==> config.mk <==
export PLATFORM = sky130hd
export DESIGN_NAME = demux_4salidas_tdm
export DESIGN_NICKNAME = d
export VERILOG_FILES = /design/src/rtl/demux_pkg.sv /design/src/rtl/demux_4salidas_tdm_slot_timer.sv /design/src/rtl/demux_4salidas_tdm.sv
export SDC_FILE = /design/constraint.sdc
export NUM_CORES = 1
export LEC_CHECK = 0
export CAP_MARGIN = 5
export CORE_MARGIN = 5
export CORE_UTILIZATION = 40
export CTS_BUF_LIST = sky130_fd_sc_hd__clkbuf_4
export CTS_CLUSTER_DIAMETER = 80
export DETAILED_ROUTE_END_ITERATION = 8
export GPL_TIMING_DRIVEN = 0
export PLACE_DENSITY = 0.66
export SETUP_SLACK_MARGIN = 0.4
export SKIP_LAST_GASP = 1
export SLEW_MARGIN = 20
export SYNTH_ARGS = -nofsm -noshare
export SYNTH_HDL_FRONTEND = slang
export SYNTH_SLANG_ARGS = --single-unit
==> constraint.sdc <==
create_clock -name clk -period 1.6 [get_ports clk]
set_clock_uncertainty 0.05 [all_clocks]
set_input_delay 0.4 -clock clk [delete_from_list [all_inputs] [get_ports clk]]
set_output_delay 0.4 -clock clk [all_outputs]
set_load 0.01 [all_outputs]
==> src/rtl/demux_pkg.sv <==
// demux_pkg: shared slot type, slot count and divider counter width helper for the TDM demux
package demux_pkg;
  localparam int SLOT_COUNT = 4;
  typedef logic [1:0] slot_t;
  function automatic int cnt_w(input int div);
    return (div > 1) ? $clog2(div) : 1;
  endfunction
endpackage

==> src/rtl/demux_4salidas_tdm_slot_timer.sv <==
// slot_timer: divides clk into DIV-cycle slots; ports clk/rst_n/en/resync in, slot index plus sample (last slot cycle) and last-slot strobes out
module slot_timer
  import demux_pkg::*;
#(
  parameter int DIV = 4
) (
  input  logic  clk,
  input  logic  rst_n,
  input  logic  en,
  input  logic  resync,
  output slot_t slot,
  output logic  sample_stb,
  output logic  last_slot_stb
);
  localparam int CW = cnt_w(DIV);
  logic [CW-1:0] div_cnt;
  logic at_end;
  assign at_end = div_cnt == CW'(DIV - 1);
  assign sample_stb = en && !resync && at_end;
  assign last_slot_stb = sample_stb && slot == 2'd3;
  always_ff @(posedge clk)
    if (!rst_n || resync) begin
      div_cnt <= '0;
      slot <= '0;
    end else if (en) begin
      div_cnt <= at_end ? '0 : div_cnt + 1'b1;
      slot <= at_end ? slot + 1'b1 : slot;
    end
endmodule

==> src/rtl/demux_4salidas_tdm.sv <==
// demux_4salidas_tdm: TDM receiver; drives sel1:sel0 to a remote 4:1 mux, samples ent once per slot, presents D0..D3 atomically per frame with a frame_valid pulse
module demux_4salidas_tdm
  import demux_pkg::*;
#(
  parameter int DIV = 4,
  parameter int WIDTH = 1
) (
  input  logic             clk,
  input  logic             rst_n,
  input  logic             en,
  input  logic             resync,
  input  logic [WIDTH-1:0] ent,
  output logic             sel0,
  output logic             sel1,
  output logic [WIDTH-1:0] D0,
  output logic [WIDTH-1:0] D1,
  output logic [WIDTH-1:0] D2,
  output logic [WIDTH-1:0] D3,
  output logic             frame_valid
);
  slot_t slot;
  logic sample_stb, last_slot_stb;
  logic [WIDTH-1:0] shadow [SLOT_COUNT-1];
  slot_timer #(.DIV(DIV)) u_timer (
    .clk(clk),
    .rst_n(rst_n),
    .en(en),
    .resync(resync),
    .slot(slot),
    .sample_stb(sample_stb),
    .last_slot_stb(last_slot_stb)
  );
  assign {sel1, sel0} = slot;
  always_ff @(posedge clk)
    if (!rst_n) begin
      shadow <= '{default: '0};
      D0 <= '0;
      D1 <= '0;
      D2 <= '0;
      D3 <= '0;
      frame_valid <= 1'b0;
    end else begin
      frame_valid <= last_slot_stb;
      if (sample_stb && !last_slot_stb) shadow[slot] <= ent;
      if (last_slot_stb) begin
        D0 <= shadow[0];
        D1 <= shadow[1];
        D2 <= shadow[2];
        D3 <= ent;
      end
    end
endmodule

# Word-level counts from Yosys, hierarchy flattened
# Cells that the tools add are included.
[totals] register_bits=12 input_bits=5 out_inout_bits=7
[classes] addsub=2 order_cmp=2 eq_ne=2 mux=4 bitwise_logic=1 reduce_logical=10
[ops] op="$logic_and 1x1->1" n=5
[ops] op="$add 2x1->2 const B" n=2
[ops] op="$eq 2x2->1 const B" n=2
[ops] op="$bwmux 3" n=1
[ops] op="$ge 3x3->1 const B" n=1
[ops] op="$logic_not 1->1" n=3
[ops] op="$lt 3x1->1 const B" n=1
[ops] op="$not 2->3" n=1
[ops] op="$demux 1 s2" n=1
[ops] op="$mux 2" n=1
[ops] op="$reduce_and 2->1" n=1
[ops] op="$logic_or 1x1->1" n=1
[ops] op="$mux 1" n=1

# Longest topological paths before layout
# Gate-level depths: netlist (run 1).
[logic_depth] ltp_word=6 ltp_mapped=4

# Hierarchy
# From an unflattened synthesis (run 1), not the netlist that was laid out.
[hier_totals] hier_cells=50 hier_area_um2=551.8
[by_module_without_submodules] mod="demux_4salidas_tdm" instances=1 cells_each=28 area_per_inst_um2=337.8 seq_area_each_um2=160.2
[by_module_without_submodules] mod="slot_timer" instances=1 cells_each=22 area_per_inst_um2=214.0 seq_area_each_um2=80.1

# Worst setup path before layout (run 1)
# OpenSTA, ideal clock, no wires.
[synth_timing] kind="reg-to-reg" start="register u_timer.slot[0]" end="register shadow[0] in the netlist's numbering" setup_time_ps=118 arrival_time_ps=1029 required_time_ps=1432 slack_ps=403 path_stages_with_launch=5 synth_period_minus_slack_ps=1197 cell_sequence="dfxtp_1 -> ha_1 -> and4bb_4 -> nand2_1 -> mux2i_1"
[synth_between] elab_chain_len=6 elab_cells_between_ends=11
[synth_lines] element="start, declared" line_no="demux_4salidas_tdm_slot_timer.sv:11" text="output slot_t slot,"
[synth_lines] element="start signal, assigned" line_no="demux_4salidas_tdm_slot_timer.sv:27" text="slot <= at_end ? slot + 1'b1 : slot;"
[synth_lines] element="$not 2->3 (not written as such)" line_no="demux_4salidas_tdm.sv:44" text="if (sample_stb && !last_slot_stb) shadow[slot] <= ent;"
[synth_lines] element="$ge 3x3->1 (not written as such) or $lt 3x1->1 (tied branches)" line_no="demux_4salidas_tdm.sv:44"
[synth_lines] element="$logic_and 1x1->1 (not written as such)" line_no="demux_4salidas_tdm.sv:44"
[synth_lines] element="$mux 1 (not written as such)" line_no="demux_4salidas_tdm.sv:44"
[synth_lines] element="$demux 1 s2" line_no="demux_4salidas_tdm.sv:44"
[synth_lines] element="$bwmux 3" line_no="demux_4salidas_tdm.sv:44"
[synth_lines] element="end signal, assigned by index" line_no="demux_4salidas_tdm.sv:44"
[synth_lines] element="end, declared" line_no="demux_4salidas_tdm.sv:23" text="logic [WIDTH-1:0] shadow [SLOT_COUNT-1];"
# Several ways; a longest one is shown, not always the timed one.
# A chain may end at the register's enable or synchronous reset.

# Worst setup path in the final report (run 1)
[layout_timing] start="register u_timer.slot[1]" end="output sel1"
[layout_lines] element="end, declared" line_no="demux_4salidas_tdm.sv:14" text="output logic sel1,"
# No word-level cell between the ends.

==> results of run 1 <==
sequential cells by signal, summed over array words and instances, names as in the netlist:
register / flops
frame_valid: 1
u_timer.div_cnt: 2
D1: 1
D3: 1
shadow: 3
D0: 1
u_timer.slot: 2
D2: 1
kinds of logic after synthesis:
group	count (synthesis)	share of synthesized area, %
simple gates	22	21.16
flops	12	44.65
mux	8	14.88
buf+inv	5	4.186
fa+ha+maj	5	11.63
compound gates	2	1.861
xor+xnor	1	1.628
worst min path at each step:
stage	endpoint	slack, ns	cells past startpoint
floorplan	shadow[0]	0.39	2
global placement	shadow[1]	0.40	2
detailed placement	shadow[1]	0.41	2
CTS	u_timer.slot[1]	0.38	3
global route	u_timer.slot[1]	0.40	3
finish	u_timer.slot[1]	0.39	3
per-stage QoR:
step,utilization (%),hold slack [ns],setup TNS [ns],total power (uW)
finish,58.13,0.3856,0,522.2
global route,58.13,0.4032,0,547.6
CTS,54.43,0.3801,0,533.0
detailed placement,51.12,0.4081,-0.02086,334.5
global placement,51.12,0.3954,0,334.2
floorplan,-,0.3878,0,322.1
report_power, final:
group / total (uW) / leakage [uW] / internal [uW] / switching [uW]
registers: 298 / 0.000101 / 297 / 1.77
clock network: 197 / 0.0000154 / 90.4 / 106
logic: 27.2 / 0.000247 / 13.8 / 13.4
cell usage in the layout, fill, tap and decap left out, drive strengths merged:
cell type	n
a21oi	2
and4bb	1
buf	10
clkbuf	3
clkdlybuf4s50	2
clkinv	1
dfxtp	12
dlygate4sd2	1
ha	5
inv	4
mux2i	8
nand2	9
nand2b	1
nand3	1
nand4b	1
nor2	8
nor3b	1
xnor2	1
cell type report:
type                            instances  area, um2  area share (%)
Multi-Input combinational cell         38      315.3           42.21
Sequential cell                        12      254.0           34.00
Timing Repair Buffer                   12      110.1           14.74
Clock buffer                            3      22.52           3.015
Tap cell                               15      18.77           2.513
Inverter                                4      15.01           2.010
Buffer                                  1      7.507           1.005
Clock inverter                          1      3.754          0.5025
per-layer routing:
layer,vias up,wire length [um]
met5,-,0
met3,5,65
met2,10,398
li1,211,-
met1,172,439
met4,0,34
what timing repair did:
| action | 4_1_cts | 5_1_grt |
|---|---|---|
| buffers inserted | 2 | 0 |
| pin swaps | 0 | 3 |
| gates resized for setup | 40 | 10 |
| endpoints found under the setup margin | 14 | 14 |
| gates cloned | 0 | 0 |
==> run summary, run 1 <==
The count of non-filler cells in the finished layout came out at 86. The initial antenna violation count came to 0. The wire length after detailed routing is approximately 940 um. The max-slew violation count came to 0.

Yosys attributes the largest share of cell area to sky130_fd_sc_hd__dfxtp_1 45%, sky130_fd_sc_hd__mux2i_1 15%, sky130_fd_sc_hd__ha_1 12%. The endpoint arrival time on the critical path is 0.77 ns. In the synthesized netlist, the cells that appear most often are 12 x sky130_fd_sc_hd__dfxtp_1, 9 x sky130_fd_sc_hd__nand2_1, 8 x sky130_fd_sc_hd__mux2i_1, 8 x sky130_fd_sc_hd__nor2_1, 5 x sky130_fd_sc_hd__ha_1. The time the final worst path needs with I/O delays and setup came out at between 1 and 1.5 ns.

For this run, the leading register cell type out of synthesis is sky130_fd_sc_hd__dfxtp_1. The longest individual stage delay on the worst path is 0.37 ns. Headroom to the max-slew limit came out at approximately 87%. The horizontal die dimension came out at 46.68 um. The fraction of registers with async set/reset came out at 0%. The worst setup path is of the register to output pin kind. The number of port buffers is 10. The total global-route track usage came out at a little over a tenth. The peak supply drop came out at around 480 uV.

Summed over all cells, the static leakage comes to around 0.00036 uW. The half-perimeter wire length of the detailed placement result came out at 679.2 um. Buffers inserted during clock tree synthesis total 3. The remaining antenna violation count came out at 0. The first-pass iteration count of the detailed router is 4.

In the routed layout, each cell is associated on average with a via count of around 4.6. The instance count on the critical path came out at 1. The sequential area share after synthesis came out at 44.65%. The buffer type at the clock tree root is sky130_fd_sc_hd__clkbuf_4.

The most critical setup path has its startpoint at u_timer.slot[1]. The highest net fanout along the worst path is 3. The post-detailed-route wirelength per cell came out at 10.90 um. The register bit count reported by yosys came out at 12. The worst setup slack after layout is 0.3786 ns. The number of library cell types mapped by synthesis came out at 14. The antenna diode instance count came out at 0. The slowest cell on the critical path is sky130_fd_sc_hd__dfxtp_4.

The tightest min-delay check is of the primary input to register type. The number of flops mapped to enable cells by yosys came out at 0. The post-synthesis cell area came out at 538.0 um2. 12 I/O pins were placed.

The routing usage on met1 is 13.43%. The worst setup path is launched from a register. At the pin with the least slew margin, the transition time is 0.1884 ns. The maximum root-to-sink buffer count is 2. The global-route wire length before repair is 1566 um. TritonCTS built the clock tree. In this run the worst setup path terminates at sel1. The number of nets at the end of the flow is 82. The tool flagged a number of max-cap violations equal to 0. The CTS sink count came out at 12. The die outline area came out at 2179 um2. The most common cell in the netlist is sky130_fd_sc_hd__dfxtp_1. The clock-pin slew on the worst setup and hold paths is 0.08 ns. When the netlist entered floorplanning its net count stood at 65.

Measured in cells, the most critical reg-to-reg path has a length of 4. The post-synthesis cell count came out at 55. The cell area reported after detailed placement came out at 656.9 um2. For this block, the initial DRC count from the detailed router was 5. The region available for standard cell placement spans 1285 um2. The number of placed instances, taps included, is 80. The final cycle utilization of the critical path is 76.34%.

The peak clock frequency supported by timing is 0.8188 GHz. The sum of overflow across all layers after global routing came out at 0. The global-route met3 utilization is 3.516%. The endpoint identified for the worst register-to-register timing path is shadow[1]. The total count of hold-check failures in the final report came to 0. The met2 demand-to-capacity share in global routing came out at 14.84%. In this run the most critical hold path is launched from en.

The setup check on the worst reg-to-reg path leaves a slack of between 0.3 and 0.4 ns. The via total after detailed routing is 398. The required time of the worst setup path came out at 1.15 ns. The via count of the first global-routing pass is 385. Compared with the post-synthesis result, the final layout area differs by 38.84%. In this run the most used layer during global routing was met2.

STA classifies the critical path endpoint as an output pin. The total of endpoints with negative setup slack in the final report came out at 0. The height of the die is 46.68 um.

Setup repair after global routing could not meet its margin everywhere. Before CTS, the worst setup slack after placement is -0.007111 ns. For this configuration, the core starts out at a cell density of a little over two fifths. The flow ran to the end, and the final reports show no timing, DRC or antenna violations.

After clock tree synthesis, the flow added hold-fix buffers numbering 0. The H-tree level count came out at 1. Dividing total power by cell area gives a power density of 699.1 nW/um2. The largest net degree at the start of global routing is 8.

The final design area excluding fillers came out at 747.0 um2. The average footprint of a synthesized cell came out at 9.782 um2. The signal on the critical path passes through buf_2. The cell type contributing the most total cell area after synthesis is sky130_fd_sc_hd__dfxtp_1.

The initialized floorplan defines 13 standard-cell rows. In the routed design, unresolved DRC markers number 0. The number of buffer and inverter instances along the worst setup path came out at 1.

The routability congestion estimate from global placement is 0.6954. The startpoint of the most critical register-to-register path is u_timer.slot[0]. In the final layout, the share of cells above drive strength 1 is 36.62%. The count of yosys warnings during synthesis is 0.

For the worst-skew pair, the clock arrives at the later sink with an insertion delay of 0.27 ns. The layout filler cell count came out at 115. In this design, the largest share of critical-path delay is due to flip-flops. The synthesized design devotes to its leading area cell type 44.65% of total area.
Note: power is estimated with default switching activity, not from simulation.
==> run 2, diff against run 1 <==
Clock period 1.6 ns to 1.2 ns, I/O delays scaled along.
==> run summary, run 2 (synthesis results as in run 1) <==
The run finished, with violations left. The checks that failed: negative setup slack. The measured slew at the worst slew-check pin was 0.2632 ns (+0.07479 ns). The initial antenna violation count is 0 (unchanged). The element type at the critical path end is a register. The endpoint arrival time on the critical path is 1.30 ns (+0.53 ns). The power density of the placed cells came out at 836.4 nW/um2 (+20%). The sum of overflow across all layers after global routing came to 0 (unchanged). The maximum root-to-sink buffer count is 2 (unchanged).

The standard-cell row count is 13 (unchanged). The leakage dissipation came out at 0.0004012 uW (+10%). The clock-pin slew on the worst setup and hold paths came out at 0.07 ns (about the same). The CTS sink count was 12 (unchanged). The worst setup slack after layout came out at -0.001098 ns (-0.3797 ns). The wire length after detailed routing came to 1009 um (+7.7%). The clock insertion delay at the later pin of the skew report came out at 0.26 ns (about the same). Of the available clock period, the critical path in the final layout requires 100.1%. The final-layout setup total negative slack was -0.001098 ns (-0.001098 ns). The via total after detailed routing came out at 415 (+4.3%).

The max-slew violation count came out at 0 (unchanged). The core area came to 1285 um2 (unchanged). The cell area reported after detailed placement is 704.4 um2 (+7.2%). Setup repair after global routing could not meet its margin everywhere. The number of vias per cell after detailed routing is 4.663 (+0.76%). The via count of the first global-routing pass is 405 (+5.2%). The start-to-end type of the worst setup path is register to register. The number of buffers added by the clock tree synthesis step came to 3 (unchanged). The detailed-route DRC error count is 0 (unchanged). The final design area excluding fillers is 810.8 um2 (+8.5%).

The fraction of layout instances using a drive strength above 1 is 50.00% (+13 points). The largest net degree at the start of global routing was 8 (unchanged). The half-perimeter wire length of the detailed placement result came to 712.9 um (+5.0%).

The buffer type at the clock tree root is sky130_fd_sc_hd__clkbuf_4. In this run the worst hold path is classified as primary input to register. The H-tree level count came to 1 (unchanged).

TritonCTS built the clock tree. The quantity of hold-fixing buffers added after cts came out at 0 (unchanged). The first-pass iteration count of the detailed router came out at 3 (-1). The flip-flop count of the largest register after layout is 3 (unchanged). The number of nets at the end of the flow came out at 86 (+4.9%). The remaining antenna violation count came out at 0 (unchanged). The routability congestion estimate from global placement came out at 0.6897 (-0.82%).

The horizontal die dimension is 46.68 um (unchanged). The total count of hold-check failures in the final report is 0 (unchanged). The initial core utilization came out at 41.87% (unchanged). The smallest clock period supported by the final layout is computed as 1.201 ns. The peak clock frequency supported by timing is 0.8326 GHz.

The count of pins on the block boundary came out at 12 (unchanged). The required time of the worst setup path is 1.30 ns (+0.15 ns). The global-route wire length before repair came to 1669 um (+6.6%). From synthesis to final layout, the design area changed by 50.70%. The library cells used most frequently in the layout, excluding fill and tap cells, are 8 x sky130_fd_sc_hd__buf_6, 8 x sky130_fd_sc_hd__mux2i_1, 8 x sky130_fd_sc_hd__nor2_1. The post-detailed-route wirelength per cell is 11.34 um (+4.1%).

The antenna diode instance count came to 0 (unchanged). The die outline area was 2179 um2 (unchanged). The worst-case headroom to the max-slew limit came to 82.45% (-4.9 points).

The height of the die came out at 46.68 um (unchanged). The number of design-rule violations left by the first detailed-router iteration is 3 (-2). The largest registers in the layout are shadow (3), u_timer.div_cnt (2), u_timer.slot (2).

The total of endpoints with negative setup slack in the final report was 1 (+1). The highest net fanout along the worst path is 3 (unchanged). The number of port buffers was 10 (unchanged). The total global-route track usage is 11.39% (+0.67 points). The max-cap violation count was 0 (unchanged). The peak supply drop is 531.0 uV (+11%). The worst setup path is launched from a register. The register ranked first by flip-flop count is shadow.
==> run 2: cell count changes in the layout (fill, tap and decap cells not counted), sizes merged <==
cell | before | now
dlygate4sd2 | 1 | 2
buf | 10 | 14
clkinv | 1 | 0
clkdlybuf4s50 | 2 | 1
==> run 2: final timing paths <==
check | startpoint | slack, ns | endpoint | cells past startpoint
worst min register to register | shadow[2] | 0.41 | shadow[2] | 2
worst max-delay path | u_timer.slot[0] | -0.001 | shadow[0] | 4
worst max register to register | u_timer.slot[0] | -0.001 | shadow[0] | 4
worst min-delay path | en | 0.25 | u_timer.slot[1] | 3
==> run 2: per-stage QoR <==
stage	std cells	total power (uW)	utilization (%)	hold WS (ns)	setup WS, ns
CTS	88	687.2	60.08	0.2394	-0.002241
detailed placement	80	452.1	54.82	0.4032	-0.2637
floorplan	55	434.5	-	0.3878	0.06464
global placement	80	451.7	54.82	0.3987	-0.2502
finish	89	678.1	63.10	0.2514	-0.001098
global route	89	709.8	63.10	0.2455	-0.05039
==> run 2: final cells by class <==
| type | count | area [um2] |
|---|---|---|
| fillers | 106 | 474.2 |
| multi-input cells | 38 | 341.6 |
| flip-flops and latches | 12 | 255.2 |
| repair buffers | 16 | 143.9 |
| clock buffers | 3 | 22.52 |
| well taps | 15 | 18.77 |
| inverters | 4 | 17.52 |
| plain buffers | 1 | 11.26 |
==> run 2: what timing repair did <==
action / in CTS / in global routing
buffers inserted: 5 / 1
setup endpoints to repair: 19 / 19
resized for setup: 43 / 8
pin swaps: 3 / 7
==> run 2: where the power goes <==
| group | switching (uW) | internal (uW) |
|---|---|---|
| logic | 20.2 | 22.7 |
| registers | 1.92 | 396 |
| clock network | 122 | 116 |
==> run 2: critical path, cell delays in order, from the launching register on <==
cell and delay (ns):
sky130_fd_sc_hd__dfxtp_4 0.36, sky130_fd_sc_hd__ha_4 0.16, sky130_fd_sc_hd__and4bb_4 0.34, sky130_fd_sc_hd__nand2_2 0.06, sky130_fd_sc_hd__mux2i_1 0.11
==> run 2: routing by layer <==
| metal | global-route usage [%] | part of all wire, % |
|---|---|---|
| met5 | 0 | 0 |
| met1 | 13.79 | 48 |
| met4 | 6.630 | 0.99 |
| met2 | 17.58 | 46 |
| met3 | 3.516 | 5.1 |
